**config.mk**
```make
export PLATFORM = sky130hd
export DESIGN_NAME = gray_seq_ctrl
export DESIGN_NICKNAME = d
export VERILOG_FILES = /design/src/rtl/gray_seq_ctrl.sv
export SDC_FILE = /design/constraint.sdc
export NUM_CORES = 1
export LEC_CHECK = 0
export ABC_AREA = 1
export BUFFER_PORTS_ARGS = -buffer_cell sky130_fd_sc_hd__buf_4
export CAP_MARGIN = 20
export CORE_UTILIZATION = 45
export DETAILED_ROUTE_END_ITERATION = 7
export GPL_TIMING_DRIVEN = 0
export PLACE_DENSITY_LB_ADDON = 0.25
export SLEW_MARGIN = 40
export SYNTH_ARGS = -nofsm -noshare
export SYNTH_HDL_FRONTEND = slang
export SYNTH_SLANG_ARGS = --single-unit
```
**constraint.sdc**
```tcl
create_clock -name clk_i -period 1.5 [get_ports clk_i]
set_input_delay 0 -clock clk_i [delete_from_list [all_inputs] [get_ports clk_i]]
set_output_delay 0 -clock clk_i [all_outputs]
set_load 0.005 [all_outputs]
```
**src/rtl/gray_seq_ctrl.sv**
```systemverilog
// Gray-code range sequencer: walks lo..hi (or hi..lo) on a valid/ready stream.
// Optional wrap-around looping is enabled by defining GRAY_SEQ_LOOP_EN (adds loop_i).

module bin2gray #(
  parameter int unsigned WIDTH = 4
) (
  input  logic [WIDTH-1:0] bin_i,
  output logic [WIDTH-1:0] gray_o
);
  assign gray_o = bin_i ^ (bin_i >> 1);
endmodule

module gray_seq_ctrl #(
  parameter int unsigned WIDTH = 4
) (
  input  logic             clk_i,
  input  logic             rst_ni,
  input  logic             start_i,
  input  logic             stop_i,
  input  logic             dir_i,
  input  logic [WIDTH-1:0] lo_i,
  input  logic [WIDTH-1:0] hi_i,
`ifdef GRAY_SEQ_LOOP_EN
  input  logic             loop_i,
`endif
  input  logic             ready_i,
  output logic             valid_o,
  output logic [WIDTH-1:0] bin_o,
  output logic [WIDTH-1:0] gray_o,
  output logic             busy_o,
  output logic             done_o,
  output logic             err_o
);

  typedef enum logic [1:0] {
    ST_IDLE,
    ST_RUN,
    ST_DONE
  } state_e;

  state_e           state_q, state_d;
  logic [WIDTH-1:0] bin_q, bin_d;
  logic [WIDTH-1:0] lo_q, lo_d;
  logic [WIDTH-1:0] hi_q, hi_d;
  logic             dir_q, dir_d;
  logic             err_q, err_d;
  logic             loop_q, loop_d;
  logic             is_last;

  always_ff @(posedge clk_i or negedge rst_ni) begin
    if (!rst_ni) begin
      state_q <= ST_IDLE;
      bin_q   <= '0;
      lo_q    <= '0;
      hi_q    <= '0;
      dir_q   <= 1'b0;
      err_q   <= 1'b0;
      loop_q  <= 1'b0;
    end else begin
      state_q <= state_d;
      bin_q   <= bin_d;
      lo_q    <= lo_d;
      hi_q    <= hi_d;
      dir_q   <= dir_d;
      err_q   <= err_d;
      loop_q  <= loop_d;
    end
  end

  // Terminal compare stops the walk before the counter could wrap.
  assign is_last = dir_q ? (bin_q == lo_q) : (bin_q == hi_q);

  always_comb begin
    state_d = state_q;
    bin_d   = bin_q;
    lo_d    = lo_q;
    hi_d    = hi_q;
    dir_d   = dir_q;
    err_d   = 1'b0;
    loop_d  = loop_q;
    unique case (state_q)
      ST_IDLE: begin
        if (start_i) begin
          if (lo_i <= hi_i) begin
            lo_d    = lo_i;
            hi_d    = hi_i;
            dir_d   = dir_i;
`ifdef GRAY_SEQ_LOOP_EN
            loop_d  = loop_i;
`else
            loop_d  = 1'b0;
`endif
            bin_d   = dir_i ? hi_i : lo_i;
            state_d = ST_RUN;
          end else begin
            err_d = 1'b1;
          end
        end
      end
      ST_RUN: begin
        if (stop_i) begin
          state_d = ST_IDLE;
        end else if (ready_i) begin
          if (is_last) begin
            if (loop_q) begin
              bin_d = dir_q ? hi_q : lo_q;
            end else begin
              state_d = ST_DONE;
            end
          end else begin
            bin_d = dir_q ? (bin_q - WIDTH'(1)) : (bin_q + WIDTH'(1));
          end
        end
      end
      ST_DONE: state_d = ST_IDLE;
      default: state_d = ST_IDLE;
    endcase
  end

  bin2gray #(.WIDTH(WIDTH)) u_bin2gray (
    .bin_i  (bin_q),
    .gray_o (gray_o)
  );

  assign bin_o   = bin_q;
  assign valid_o = (state_q == ST_RUN);
  assign busy_o  = (state_q == ST_RUN) || (state_q == ST_DONE);
  assign done_o  = (state_q == ST_DONE);
  assign err_o   = err_q;

endmodule

```
==> results.tsv <==
stage	metric	value	unit
detailed_routing	wire per inst	11.58	um
logic_synthesis	post-synthesis sequential area ratio	33.13	%
critical_path	crit end category	flip-flop	
logic_synthesis	multiplexer share of the synthesized area	0.8282	%
critical_path	Reg2Reg Setup Slack	0.03	ns
logic_synthesis	YS warnings	0	
die	Die ar.	0.002897	mm2
clock_tree	Clock Sinks	16	
die	# rows	18	
detailed_routing	drt drc	0	
clock_tree	root buffer cell	clkbuf_4	
logic_synthesis	Synth top cells by count	nand2_1, inv_1, dfrtp_1	
timing	final hold vios	0	
die	die height	53.83	um
logic_synthesis	mapped cell area	0.001209	mm2
power	leakage power	0.0008965	uW
logic_synthesis	syn_area_per_cell	7.370	um2
min_path	Worst Hold Depth	3	
min_path	end of the worst hold path	hi_q[2]	
cells_and_area	P&R area growth vs syn	36.13	%
min_path	worst hold path startpoint	hi_i[2]	
logic_synthesis	post-synthesis compound-gate area fraction	10.35	%
placement	count of buffers from port buffering	25	
logic_synthesis	Post-Synth Simple-Gate Area	29.81	%
timing	measured slew at the worst slew-check pin	0.2813	ns
critical_path	Worst R2R End	bin_o[1]	
timing	maximum clock rate	0.6788	GHz
timing	Final setup viols	0	
critical_path	critical path class	flip-flop to flip-flop	
logic_synthesis	top-count cell post-synth	nand2_1	
detailed_routing	total number of vias	1159	
cells_and_area	final net count	230	
grt	vias in the first global route	1037	
die	core box area	0.002500	mm2
grt	initial antenna violation count	0	
detailed_routing	Detailed Routing Iterations Pass 1	4	
critical_path	FF-to-FF path depth	6	
clock_tree	Num CTS Buffers	3	
clock_tree	CTS Buffer Depth	2	
timing	Final WS setup	0.02676	ns
grt	grt ovf	0	
logic_synthesis	syn nets	188	
run_status	outcome	finished clean	
timing	fin crit period	1.473	ns
detailed_routing	Routed WL	2721	um
grt	first-pass GRT wire length	4416	um
logic_synthesis	EDFF count, synth	0	
detailed_routing	Via density	4.932	
timing	RSZ-0062 raised after global routing	yes	
timing	worst rel slew slack	81.25	%
logic_synthesis	cell taking the most area after synthesis	dfrtp_1	
critical_path	CP arrival	1.72	ns
logic_synthesis	cell count after synthesis	164	
clock_tree	clock-pin slew on the worst setup and hold paths	0.10	ns
logic_synthesis	Yosys reg bits	16	
detailed_routing	First DRT Iteration DRCs	15	
detailed_routing	post-route antenna net violation count	0	
placement	Final HPWL DP	2061	um
logic_synthesis	FFs w/ async S/R, synth	100.0	%
critical_path	Max FO, Critical Path	8	
die	starting density of the core	48.35	%
timing	clock skew	0.004472	ns
die	# IOs	26	
timing	Final Slew Violations	0	
grt	largest net degree at the start of global routing	17	
grt	Overall Global Routing Usage	21.87	%
power	pwr dens	2014	mW/mm2
die	die span in x	53.83	um
clock_tree	Clk Latency, worst-skew pair	0.30	ns
critical_path	reg2reg start	dir_q	
flow_run	Max-Cap Viols	0	
min_path	HP Class	input pin to flip-flop	
power	peak supply drop	1.386	mV
placement	Setup WS pre-CTS	-0.07819	ns
logic_synthesis	Synth Area in XOR/XNOR	3.623	%
logic_synthesis	largest family of logic cells by synthesized area	simple AND/OR/NAND/NOR gates	
logic_synthesis	top post-synthesis cells by area	dfrtp_1, nand2_1, ha_1	
cells_and_area	layout cells sized above 1	32.20	%
clock_tree	TritonCTS clock tree	yes	
logic_synthesis	count of cell types in the netlist	25	
timing	final period utilization	98.22	%
critical_path	CP startpoint kind	flip-flop	
logic_synthesis	Adder-Cell Fraction of Synth Area	10.97	%
placement	Final GP Congestion	0.8297	
logic_synthesis	top cell type's share of synthesized area	33.13	%
cells_and_area	n_diodes	0	
cells_and_area	Final Util	65.82	%
logic_synthesis	Primary FF master, synth	dfrtp_1	
critical_path	Crit path required time	1.74	ns
clock_tree	CTS H-tree depth	1	
==> through the flow <==
stage | instances | TNS [ns] | area [um2] | total power, uW | hold WS, ns
global route | 235 | -0.3072 | 1645 | 3656 | 0.01023
global placement | 219 | -0.03674 | 1434 | 2655 | -0.1290
detailed placement | 219 | -0.1326 | 1434 | 2708 | -0.1258
CTS | 230 | 0 | 1549 | 3062 | 0.0006455
finish | 235 | 0 | 1645 | 3314 | 0.001706
floorplan | 164 | 0 | 1209 | 2106 | -0.2956
==> report_power, final <==
group          leakage, uW  switching, uW  internal, uW
combinational     0.000682           1130          1030
clock            0.0000210            150           148
sequential        0.000194            217           639
total             0.000896           1500          1820
==> cell type report <==
| type | count | area [um2] |
|---|---|---|
| well taps | 30 | 37.54 |
| multi-input cells | 119 | 729.5 |
| flip-flops and latches | 16 | 404.1 |
| inverters | 25 | 101.3 |
| plain buffers | 4 | 41.29 |
| repair buffers | 37 | 295.3 |
| clock buffers | 4 | 36.28 |
| fillers | 215 | 854.6 |
==> metal layers <==
layer | GRT usage, % | vias to the layer above | share of wire, %
met2 | 38.07 | 18 | 52
met4 | 9.211 | 0 | 1.4
li1 | - | 606 | -
met5 | 0 | - | 0
met1 | 26.98 | 532 | 44
met3 | 2.542 | 3 | 2.2
==> registers in the layout (all words and copies together) (netlist names) <==
signal and cells:
err_o 1, dir_q 1, state_q 2, lo_q 4, hi_q 4, bin_o 4
==> worst max-delay path by stage <==
stage | to | startpoint | slack (ns)
global placement | bin_o[2] | bin_o[0] | -0.04
finish | bin_o[1] | dir_q | 0.03
detailed placement | bin_o[2] | bin_o[0] | -0.08
CTS | bin_o[2] | bin_o[0] | 0.001
floorplan | bin_o[1] | state_q[1] | 0.09
global route | bin_o[3] | dir_q | -0.06
==> cells in the final DEF, fill, tap and decap left out, types with 2 or more instances in the layout <==
master         netlist  layout
a21oi_1              7       6
nand3_1             13      11
nand2_4              3       4
inv_1               23      23
nand2_2              3       8
dlygate4sd3_1        0       7
dfrtp_2              0       3
o21ai_1              0       2
buf_4                2      31
dfrtp_1             16      13
nand2_1             48      42
nand3_2              1       3
ha_1                 9       7
o21ai_0             14      12
clkbuf_4             0       3
nor2_2               1       2
xor2_1               4       4
nor2_1               7       5
ha_2                 0       2
buf_6                2       3
nand4_1              2       2
==> cells by family after synthesis <==
| family | Yosys count |
|---|---|
| DFF | 16 |
| adders and majority gates | 10 |
| AOI/OAI and AO/OA | 24 |
| and+or+nand+nor | 79 |
| xor gates and xnor gates | 5 |
| muxes | 1 |
| buffers and inverters | 29 |
==> timing repair <==
| action | CTS | global route |
|---|---|---|
| endpoints found under the setup margin | 4 | 14 |
| resized for setup | 4 | 20 |
| endpoints found under the hold margin | 22 | 0 |
| setup buffers | 0 | 5 |
| hold buffers | 7 | 0 |
| pin swaps | 1 | 11 |
| gates cloned | 0 | 0 |
==> worst max-delay path, stage by stage (launching register included) <==
cell	delay [ns]
dfrtp_1	0.42
buf_6	0.16
inv_8	0.08
fa_2	0.43
mux2i_1	0.17
nand3_1	0.09
nand2_1	0.07
(Power assumes the default switching activity.)
